File: src/rtl/tpu_skew_feeder.sv
`default_nettype none
// ============================================================================
// tpu_skew_feeder : snapshots A/B and streams them diagonally skewed into an
//                   NxN systolic array (A rows west, B columns north).
// Revision: 1.0
// ============================================================================
module tpu_skew_feeder #(
  parameter int N             = 4,
  parameter int DATA_W        = 8,
  parameter int STREAM_CYCLES = 2*N
) (
  input  logic                       clk,
  input  logic                       rst,
  input  logic                       start,
  input  logic [DATA_W*N*N-1:0]      a_flat,
  input  logic [DATA_W*N*N-1:0]      b_flat,
  output logic                       busy,
  output logic                       done,
  output logic [$clog2(STREAM_CYCLES+1)-1:0] t_out,
  output logic [DATA_W*N-1:0]        a_west,
  output logic [N-1:0]               a_valid,
  output logic [DATA_W*N-1:0]        b_north,
  output logic [N-1:0]               b_valid
);

  localparam int TW = $clog2(STREAM_CYCLES+1);
  localparam logic [TW-1:0] T_LAST = TW'(STREAM_CYCLES-1);

  typedef enum logic [0:0] {
    S_IDLE = 1'b0,
    S_RUN  = 1'b1
  } state_t;

  state_t                  r_state, w_state_nxt;
  logic [TW-1:0]           r_t, w_t_nxt;
  logic                    r_done, w_done_nxt;
  logic                    w_load;
  logic [DATA_W*N*N-1:0]   r_a, r_b;

  always_comb begin
    w_state_nxt = r_state;
    w_t_nxt     = r_t;
    w_done_nxt  = 1'b0;
    w_load      = 1'b0;
    case (r_state)
      S_IDLE: begin
        if (start && !rst) begin
          w_state_nxt = S_RUN;
          w_t_nxt     = '0;
          w_load      = 1'b1;
        end
      end
      S_RUN: begin
        if (r_t == T_LAST) begin
          w_state_nxt = S_IDLE;
          w_t_nxt     = '0;
          w_done_nxt  = 1'b1;
        end else begin
          w_t_nxt = r_t + 1'b1;
        end
      end
      default: w_state_nxt = S_IDLE;
    endcase
  end

  always_ff @(posedge clk) begin
    if (rst) begin
      r_state <= S_IDLE;
      r_t     <= '0;
      r_done  <= 1'b0;
    end else begin
      r_state <= w_state_nxt;
      r_t     <= w_t_nxt;
      r_done  <= w_done_nxt;
    end
  end

  // Snapshot contents are don't-care outside RUN, so no reset here.
  always_ff @(posedge clk) begin
    if (w_load) begin
      r_a <= a_flat;
      r_b <= b_flat;
    end
  end

  // Lane i carries element k only when t == i+k; comparing against constant
  // sums keeps out-of-range offsets from ever wrapping onto a real element.
  always_comb begin
    a_west  = '0;
    a_valid = '0;
    b_north = '0;
    b_valid = '0;
    if (r_state == S_RUN) begin
      for (int i = 0; i < N; i++) begin
        for (int k = 0; k < N; k++) begin
          if (r_t == TW'(i + k)) begin
            a_west[i*DATA_W +: DATA_W]  = r_a[(i*N + k)*DATA_W +: DATA_W];
            a_valid[i]                  = 1'b1;
            b_north[i*DATA_W +: DATA_W] = r_b[(k*N + i)*DATA_W +: DATA_W];
            b_valid[i]                  = 1'b1;
          end
        end
      end
    end
  end

  assign busy  = (r_state == S_RUN);
  assign done  = r_done;
  assign t_out = r_t;

endmodule
`default_nettype wire

File: config.mk
export PLATFORM = sky130hd
export DESIGN_NAME = tpu_skew_feeder
export DESIGN_NICKNAME = d
export VERILOG_FILES = /design/src/rtl/tpu_skew_feeder.sv
export SDC_FILE = /design/constraint.sdc
export NUM_CORES = 1
export LEC_CHECK = 0
export CORE_UTILIZATION = 50
export DETAILED_ROUTE_END_ITERATION = 10
export PLACE_DENSITY = 0.9
export SLEW_MARGIN = 20
export SYNTH_ARGS = -nofsm -noshare
export SYNTH_HDL_FRONTEND = slang
export SYNTH_SLANG_ARGS = --single-unit
File: constraint.sdc
create_clock -name clk -period 55 [get_ports clk]
set_input_delay 8.25 -clock clk [delete_from_list [all_inputs] [get_ports clk]]
set_output_delay 8.25 -clock clk [all_outputs]
set_load 0.1 [all_outputs]
# --- Yosys cells after proc, flatten, opt, wreduce, memory -nomap -nowiden ---
# Cells that the tools add are included.
word_totals:
  regBits: 262
  latch_bits: 0
  mem_bits_rw: 0
  mem_bits_ro: 0
  word_cells: 78
  memories: 0
classes:
  addsub: 1
  mul: 0
  div: 0
  order_cmp: 0
  eq_ne: 8
  shift: 0
  muxes: 59
  n_bitwise: 1
  reduce_logical: 4
op_table:
  columns: ["op", "count"]
  rows:
  - ["$mux W8", 32]
  - ["$mux W32", 2]
  - ["$mux W1", 20]
  - ["$eq A4 B3 Y1 const B", 4]
  - ["$mux W4", 3]
  - ["$eq A4 B2 Y1 const B", 2]
  - ["$pmux W4 S2", 1]
  - ["$add A4 B1 Y4 const B", 1]
  - ["$eq A4 B1 Y1 const B", 1]
  - ["$logic_not A4 Y1", 1]
  - ["$ne A2 B2 Y1 const B", 1]
  - ["$pmux W1 S2", 1]
  - ["$reduce_or A2 Y1", 1]
  - ["$logic_and A1 B1 Y1", 1]
  - ["$logic_not A1 Y1", 1]
  - ["$not A1 Y1", 1]

# --- Logic depth before layout (Yosys ltp) ---
# Gate-level depths: netlist of run 1.
logic_depth:
  depth_word: 6
  ltp_mapped: 8

# --- Least setup slack after synthesis of run 1 ---
# No wires, ideal clock.
synth_timing:
  kind: "input port to flip-flop"
  from: "input rst"
  to: "register r_state, in the netlist busy"
  arrival_ns: 28.026
  required_ns: 54.832
  path_slack_ns: 26.807
  cell_stages: 2
  path_buffers: 0
  cell_sequence: "nor3b_1 -> or2_2"
synth_between:
  elab_chain_cells: 4
synth_lines:
  columns: ["element", "line", "text"]
  rows:
  - ["start: declaration", "13", "input logic rst,"]
  - ["$logic_not A1 Y1", "47", "if (start && !rst) begin"]
  - ["$logic_and A1 B1 Y1", "47", null]
  - ["$mux W1", "47", null]
  - ["$pmux W1 S2", "45", "case (r_state)"]
  - ["end signal: assignment", "72", "r_state <= w_state_nxt;"]
  - ["end: declaration", "34", "state_t r_state, w_state_nxt;"]
# Several ways; a longest one is shown, not always the timed one.
# A chain may end at the register's enable or synchronous reset.

# --- Final worst setup path of run 1 ---
layout_timing:
  from: "register r_t[1], in the netlist t_out[1]"
  to: "output a_west[20]"
layout_between:
  elab_chain_cells: 6
layout_lines:
  columns: ["element", "line", "text"]
  rows:
  - ["start: declaration", "35", "logic [TW-1:0] r_t, w_t_nxt;"]
  - ["start signal: assignment", "73", "r_t <= w_t_nxt;"]
  - ["$eq A4 B2 Y1", "96", "if (r_t == TW'(i + k)) begin"]
  - ["$mux W8 (3 in a row)", "96", null]
  - ["$mux W8 *", "96", null]
  - ["$mux W32 *", "93", "if (r_state == S_RUN) begin"]
  - ["end: declaration", "20", "output logic [DATA_W*N-1:0] a_west,"]
# Every way passes the cells marked *; elsewhere a longest branch is shown, timed or not.

==> flow_summary.ini, run 1 <==
[status]
status = complete, no violations

[sta]
fin_crit_ns = 12.52
slew_violations = 0
finalHoldViolations = 0
clock_skew_ns = 0.005435
finalSetupViolations = 0
finalCritPeriodShare_pct = 22.77
fin_tns_setup_ns = 0
worstMarginPinSlew_ns = 1.040
whs_ns = 0.6225
fmax_mhz = 79.86
max_slew_margin_pct = 30.45
rsz0062_at_grt = no

[final_layout]
layout.nets = 1277
layout-drive-gt1-share_pct = 6.790
finish.utilization_pct = 72.58
area_growth_pct = 40.35
fin_cells = 1303

[flow_run]
cap_violations = 0

[worst_setup_path]
crit_type = reg2out
crit_path_start_kind = flop
critPathTopFamily = buffers and inverters
critical_path_buf_inv_count = 3
cp-end-kind = primary output
critPathArrivalTime_ns = 4.27
crit_fanout = 47
cp_slowest_stage_delay_ns = 1.21
critical_path_required_ns = 46.75
crit_slowest_cell = clkdlybuf4s50_1
crit_chain = inv_1 -> ha_2 -> nor2b_1 -> o21bai_1 -> buf_4 -> o31ai_1 -> clkdlybuf4s50_1

[power]
ir_worst_vdd_v = 0.00002695
pwr-share-seq_pct = 50.9
combPwrFrac_pct = 13.1
swShare_pct = 23.66
finalPower_w = 0.0004581
power_switching_w = 0.0001084
intPower_w = 0.0003497
pwr_density_cell_mw_per_mm2 = 30.80
p_leak_nw = 5.063
clkPwrFrac_pct = 36.0

[logic_synthesis]
synth_top_family_by_area = compound AO/OA/AOI/OAI gates
netlist_instances = 705
ys_types = 46
yosys.area_share.simple_pct = 7.462
yosysMostFrequentCell = edfxtp_1
synth_area_mm2 = 0.01060
synthAdderAreaFrac_pct = 0.4723
ys_warn_count = 0
ys_seq_elements = 262
synth_xor_area_share_pct = 0
synth-compound-area-share_pct = 14.62
synth-async-reset-ratio_pct = 0
synth.area.top_cells = edfxtp_1 (73%), a21oi_1 (2.4%), o22ai_1 (1.8%)
synth_top_area_share_pct = 72.54
synth_commonest_cells = edfxtp_1 (256), a21oi_1 (50), clkbuf_1 (39)
syn_avg_cell_area_um2 = 15.03
yosysTopAreaCell = edfxtp_1
synth_ff_type = edfxtp_1
synthMuxAreaShare_pct = 0.09445
syn_nets = 968
synth_edf_count = 256
yosysSeqAreaShare_pct = 73.67

[place]
io_buffers = 336
gp_congestion = 0.8654
dp_cells = 1255
dpl.hpwl_um = 19950

[grt]
grt_pass1_wl_um = 44500
grt_start_max_net_pins = 85
grt_pass1_vias = 8117
grt.overflow.total = 0
grt_antenna_before_repair = 2
grt_usage_pct = 27.07

[routing]
drc = 0
dr.pass1.iters = 5
drt_iter0_markers = 653
vias = 7571
antenna_left = 0
drt-total-wl_um = 29600
wl_per_cell_um = 22.71
viasPerCell = 5.810

[clock_tree]
post_cts_buffers = 0
cts_resized = 0
root_buffer = clkbuf_16
cts_max_level = 1
cts_buffer_depth = 3
path_clk_slew_ns = 0.06
cts_tree = yes
hold_buffers = 0
cts_buffers = 27
clkSinkCount = 262
clock_latency_ns = 0.51

[floorplanning]
die_w_um = 147.6
rows = 52
die-area_mm2 = 0.02178
start_util_pct = 51.71
boundaryPins = 337
die_y_um = 147.6
coreArea_mm2 = 0.02049

[hold_path]
hp-class = reg2reg
==> layout make-up <==
type                            count  area [um2]
Inverter                           21       78.83
Tap cell                          270       337.8
Sequential cell                   262        7812
Clock buffer                       36       709.4
Fill cell                        1304        5620
Antenna cell                        2       5.005
Multi-Input combinational cell    355        2412
Clock inverter                     10       72.57
Timing Repair Buffer              347        3446
==> per-stage QoR <==
stage | instance area, um2 | setup WS, ns
after floorplan | 10600 | 26.81
after global placement | 14090 | 43.17
after detailed placement | 14090 | 43.07
after CTS | 14870 | 42.49
after global routing | 14870 | 42.32
final | 14870 | 42.48
==> power by group through the flow <==
stage,clock network [W],registers (W),logic [W]
floorplan,0,0.000244,0.0000310
global placement,0,0.000237,0.0000587
detailed placement,0,0.000237,0.0000599
CTS,0.000168,0.000233,0.0000602
global route,0.000175,0.000234,0.0000629
finish,0.000165,0.000233,0.0000600
==> metal layers <==
metal | track usage, % | routed length [um] | part of all wire, %
met2 | 47.64 | 15250 | 52
met3 | 5.463 | 2444 | 8.3
met5 | 0 | 0 | 0
met1 | 31.69 | 10600 | 36
met4 | 13.09 | 1308 | 4.4
==> tightest hold or removal path, cell delays in order, from the launching register on <==
cell and delay, ns:
dfxtp_1 0.37, mux2i_1 0.14, nor2_1 0.07
==> logic make-up after synthesis <==
kind of cell	after synthesis
adders and majority gates	4
muxes	1
and+or+nand+nor	138
buffers and inverters	88
AOI/OAI and AO/OA	212
DFF	262
==> registers in the layout, indices dropped and copies added (netlist names) <==
name and count:
done 1, t_out 4, r_a 128, busy 1
r_b 128
==> placed cells by master (no fill, tap or decap), types with 3 or more instances in the layout <==
master and instances:
clkdlybuf4s50_1 336, or3b_2 16, nor2b_1 4, inv_1 20, a221o_1 9, dfxtp_1 4
edfxtp_1 256, o21ai_0 3, nand2_1 33, a211oi_1 25, a22oi_1 16, a211o_1 17
nand3b_1 16, o31ai_1 15, clkbuf_1 9, nand3_1 3, nor3_1 25, o211ai_1 7
clkbuf_16 27, o32a_1 16, clkinv_2 4, o22ai_1 31, ha_2 3, o211a_1 16
buf_4 11, clkinv_1 5, nand2b_1 4, a21oi_1 50, nor2_1 22
==> worst paths after layout <==
path | start | end | slack (ns) | depth (start not counted)
worst max-delay path | t_out[1]$_SDFFE_PP0P_ | a_west[20] | 42.48 | 7
worst min-delay path | t_out[0]$_SDFFE_PP0P_ | t_out[0]$_SDFFE_PP0P_ | 0.62 | 2
worst min register to register | t_out[0]$_SDFFE_PP0P_ | t_out[0]$_SDFFE_PP0P_ | 0.62 | 2
worst max register to register | busy$_SDFF_PP0_ | r_a[39]$_DFFE_PP_ | 52.17 | 3
Note: power is estimated with default switching activity, not from simulation.
==> inputs of run 2 (changes only) <==
Settings changed: CORE_UTILIZATION 50 to 47, PLACE_DENSITY 0.9 to 0.86.
Clock period 55 ns to 12.64 ns, I/O delays scaled along.
==> run 2 against run 1 <==
Effect of this change:
- sequential power rose to 4.4 times the previous value
- flip-flop and latch count did not move
- the run now ends with DRC left
- final cell count rose by 0.92%
- global-route usage fell by 1.7 points
==> flow_summary.ini, run 2 (synthesized netlist as in run 1, its figures left out) <==
[floorplanning]
rows = 54
start_util_pct = 48.26
die_w_um = 152.2
die-area_mm2 = 0.02315
die_y_um = 152.2
boundaryPins = 337
coreArea_mm2 = 0.02196

[power]
clkPwrFrac_pct = 37.8
combPwrFrac_pct = 12.7
finalPower_w = 0.002052
pwr_density_cell_mw_per_mm2 = 137.0
swShare_pct = 24.13
pwr-share-seq_pct = 49.5
p_leak_nw = 5.116
power_switching_w = 0.0004952
ir_worst_vdd_v = 0.0001305
intPower_w = 0.001557

[sta]
fmax_mhz = 156.0
worstMarginPinSlew_ns = 1.067
clock_skew_ns = 0.01073
fin_tns_setup_ns = 0
finalSetupViolations = 0
fin_crit_ns = 6.411
max_slew_margin_pct = 28.65
finalHoldViolations = 0
rsz0062_at_grt = no
slew_violations = 0
finalCritPeriodShare_pct = 50.72

[clock_tree]
cts_buffers = 28
clkSinkCount = 262
cts_buffer_depth = 3
hold_buffers = 0
clock_latency_ns = 0.53
post_cts_buffers = 0
cts_resized = 0
path_clk_slew_ns = 0.06
root_buffer = clkbuf_16
cts_tree = yes
cts_max_level = 1

[routing]
m1WireLength_um = 10880
viasPerCell = 5.671
antenna_left = 0
routed.top_layer = met4
drt-total-wl_um = 29670
dr.pass1.iters = 8
drc = 14
vias = 7457
drt_iter0_markers = 529
met3_length_um = 2103
wl_per_cell_um = 22.56
met2_length_um = 15130

[grt]
grt_pass1_vias = 7989
grt_pass1_wl_um = 45030
grt_start_max_net_pins = 85
grt_antenna_before_repair = 0
grt_usage_pct = 25.40
grt.overflow.total = 0

[status]
failed_checks = DRC
status = complete, but fails checks

[final_layout]
final_cell_mix = clkdlybuf4s50_1 (336), edfxtp_1 (256), a21oi_1 (50), nand2_1 (33), o22ai_1 (31)
layout.nets = 1277
num-fill-cells = 1497
mostFrequentLayoutCell = clkdlybuf4s50_1
regArea_mm2 = 0.007812
antenna_cells = 0
fin_cells = 1315
layout-drive-gt1-share_pct = 7.633
area_growth_pct = 41.37
multi_input_area_mm2 = 0.002429
final_area_mm2 = 0.01498

[flow_run]
cap_violations = 0

[worst_setup_path]
crit_slowest_cell = clkdlybuf4s50_1
crit_fanout = 16
critPathArrivalTime_ns = 4.51
cp-end-kind = primary output
cp_slowest_stage_delay_ns = 1.19
crit_chain = inv_1 -> ha_1 -> buf_4 -> nor2b_1 -> o21bai_1 -> buf_4 -> o31ai_1 -> clkdlybuf4s50_1
critical_path_required_ns = 10.74
crit_path_start_kind = flop
crit_type = reg2out
crit_top_cell = buf_4

[place]
gp_congestion = 0.9229
io_buffers = 336
dp_cells = 1264
place_area_mm2 = 0.01411
dpl.hpwl_um = 19650

[hold_path]
hp-class = reg2reg
## run 2: power groups by stage
| stage | Sequential [W] | Clock (W) | Combinational (W) |
|---|---|---|---|
| after detailed placement | 0.00103 | 0 | 0.000261 |
| final | 0.00102 | 0.000776 | 0.000261 |
| after global routing | 0.00102 | 0.000823 | 0.000274 |
| after CTS | 0.00101 | 0.000787 | 0.000262 |
| after global placement | 0.00103 | 0 | 0.000256 |
| after floorplan | 0.00105 | 0 | 0.000135 |
## run 2: critical path: cells and delay by family (launching register included)
kind,cells,cell delay [ns]
buf+inv,4,1.86
flops,1,0.40
compound gates,2,0.41
simple gates,1,0.71
fa+ha+maj,1,0.59
## run 2: layout make-up
| cell class | count | area share [%] |
|---|---|---|
| sequential | 262 | 52.15 |
| clock buffer | 30 | 4.727 |
| timing repair buffer | 346 | 22.95 |
| tap | 280 | 2.338 |
| inverter | 21 | 0.5261 |
| clock inverter | 21 | 1.102 |
| multi-input combinational | 355 | 16.21 |
## run 2: metal layers
metal | global-route usage, % | vias up
met5 | 0 | -
met4 | 13.02 | 0
met3 | 5.774 | 90
met2 | 44.46 | 326
met1 | 29.27 | 3627
li1 | - | 3414
## run 2: path summary, 6_finish.rpt
kind	startpoint	to	slack [ns]	depth (start not counted)
worst max-delay path	t_out[0]$_SDFFE_PP0P_	b_north[21]	6.23	8
worst min-delay path	t_out[0]$_SDFFE_PP0P_	t_out[0]$_SDFFE_PP0P_	0.66	2
worst max register to register	busy$_SDFF_PP0_	r_a[57]$_DFFE_PP_	9.96	3
worst min register to register	t_out[0]$_SDFFE_PP0P_	t_out[0]$_SDFFE_PP0P_	0.66	2
## run 2: per-stage QoR
stage | hold slack (ns) | setup WS (ns) | util, %
6_report | 0.6588 | 6.229 | 68.23
5_1_grt | 0.7038 | 6.011 | 68.23
4_1_cts | 0.6609 | 6.216 | 68.23
3_5_place_dp | 0.6439 | 6.808 | 64.25
3_3_place_gp | 0.6098 | 6.937 | 64.25
2_1_floorplan | 0.9879 | 0.1207 | -
==> inputs of run 3 (changes only) <==
Settings changed: CORE_UTILIZATION 47 to 42, PLACE_DENSITY 0.86 to 0.81.
Clock period 12.64 ns to 5.7 ns, I/O delays scaled along.
==> run 3 against run 2 <==
Effect of this change:
- the run now ends clean
- flip-flop and latch count did not move
- clock skew is 0.0012 ns lower
- first-iteration DRC count rose by 31%
- via count down 0.76%
- clock power increased by 120%
- final cell count rose by 3.3%
- non-clock buffer count rose by 1
- highest routed layer is now met5
==> flow_summary.ini, run 3 (synthesized netlist as in run 1, its figures left out) <==
[status]
status = complete, no violations

[clock_tree]
cts_tree = yes
clock_latency_ns = 0.54
clkSinkCount = 262
root_buffer = clkbuf_16
cts_buffer_depth = 3
cts_buffers = 27
hold_buffers = 0
post_cts_buffers = 0
cts_resized = 0
path_clk_slew_ns = 0.06
cts_max_level = 1

[final_layout]
mostFrequentLayoutCell = clkdlybuf4s50_1
antenna_cells = 0
final_cell_mix = clkdlybuf4s50_1 (277), edfxtp_1 (256), buf_4 (68), a21oi_1 (50), nand2_1 (33)
final_area_mm2 = 0.01489
area_growth_pct = 40.46
layout.nets = 1277
layout-drive-gt1-share_pct = 12.66
num-fill-cells = 1885

[place]
io_buffers = 336
dpl.hpwl_um = 19390
gp_congestion = 0.7818
place_area_mm2 = 0.01404

[hold_path]
hp-class = reg2reg
hp-start = t_out[0]$_SDFFE_PP0P_

[floorplanning]
boundaryPins = 337
coreArea_mm2 = 0.02453
start_util_pct = 43.20
rows = 57
die_y_um = 160.8
die-area_mm2 = 0.02587
die_w_um = 160.8

[sta]
finalHoldViolations = 0
slew_violations = 0
whs_ns = 0.6115
clock_skew_ns = 0.009556
rsz0062_at_grt = no
max_slew_margin_pct = 28.40
finalSetupViolations = 0
fin_crit_ns = 4.637
fmax_mhz = 215.7
worstMarginPinSlew_ns = 1.074
fin_tns_setup_ns = 0
finalCritPeriodShare_pct = 81.35

[power]
p_leak_nw = 5.209
ir_worst_vdd_v = 0.0002347
pwr_density_cell_mw_per_mm2 = 303.0

[grt]
grt.overflow.total = 0
grt_pass1_vias = 7828
grt_start_max_net_pins = 134
grt_usage_pct = 21.87
grt_pass1_wl_um = 43440
grt_antenna_before_repair = 1

[worst_setup_path]
crit_type = reg2out
critical_path_required_ns = 4.85
critPathArrivalTime_ns = 3.78
timing.rr.start = t_out[0]$_SDFFE_PP0P_
crit_fanout = 43
startpoint = t_out[0]$_SDFFE_PP0P_
cp-end-kind = primary output
crit_path_start_kind = flop

[routing]
drt_iter0_markers = 695
dr.pass1.iters = 7
wl_per_cell_um = 21.20
drt-total-wl_um = 28810
viasPerCell = 5.445
drc = 0
vias = 7400
antenna_left = 0

[flow_run]
cap_violations = 0
## run 3: cell count changes in the layout (fill, tap and decap cells not counted), moves of 2 or more
cell | before | now
buf_12 | 0 | 2
buf_4 | 10 | 68
clkbuf_1 | 2 | 6
clkdlybuf4s50_1 | 336 | 277
clkinv_1 | 7 | 11
clkinv_2 | 10 | 2
## run 3: worst max-delay path, stage by stage (launching register included)
cell,delay [ns]
dfxtp_1,0.44
ha_2,0.65
buf_4,0.53
nor4_1,0.13
nor4_2,0.25
clkdlybuf4s50_1,1.20
## run 3: cell type report
| type | count | area, um2 | area share (%) |
|---|---|---|---|
| repair buffers | 347 | 3323 | 22.33 |
| inverters | 21 | 78.83 | 0.5295 |
| clock inverters | 17 | 142.6 | 0.9582 |
| well taps | 324 | 405.4 | 2.723 |
| clock buffers | 33 | 698.2 | 4.690 |
| flip-flops and latches | 262 | 7812 | 52.48 |
| multi-input cells | 355 | 2425 | 16.29 |
## run 3: per-stage QoR
step	util, %	power, W	cells	setup WS, ns
2_1_floorplan	-	0.002611	705	-2.131
3_3_place_gp	57.25	0.002859	1309	1.710
3_5_place_dp	57.25	0.002869	1309	1.600
4_1_cts	60.67	0.004548	1359	0.9924
5_1_grt	60.67	0.004644	1359	0.8340
6_report	60.67	0.004510	1359	1.063
## run 3: final timing paths
check | slack (ns) | cells past startpoint | endpoint
setup / recovery | 1.06 | 5 | b_valid[0]
hold / removal | 0.61 | 2 | t_out[0]$_SDFFE_PP0P_
setup reg to reg | 3.56 | 4 | busy$_SDFF_PP0_
hold reg to reg | 0.61 | 2 | t_out[0]$_SDFFE_PP0P_
## run 3: report_power, final
group          internal (W)  total [W]  switching, W
Sequential          0.00222    0.00225     0.0000285
Combinational      0.000240   0.000578      0.000338
Clock              0.000962    0.00168      0.000722
## run 3: layer usage
| metal | track usage [%] | share of wire (%) | vias up |
|---|---|---|---|
| met1 | 26.27 | 38 | 3566 |
| met5 | 0 | 0.042 | - |
| met3 | 5.088 | 7.2 | 75 |
| met2 | 37.99 | 50 | 339 |
| li1 | - | - | 3418 |
| met4 | 8.491 | 4.0 | 2 |
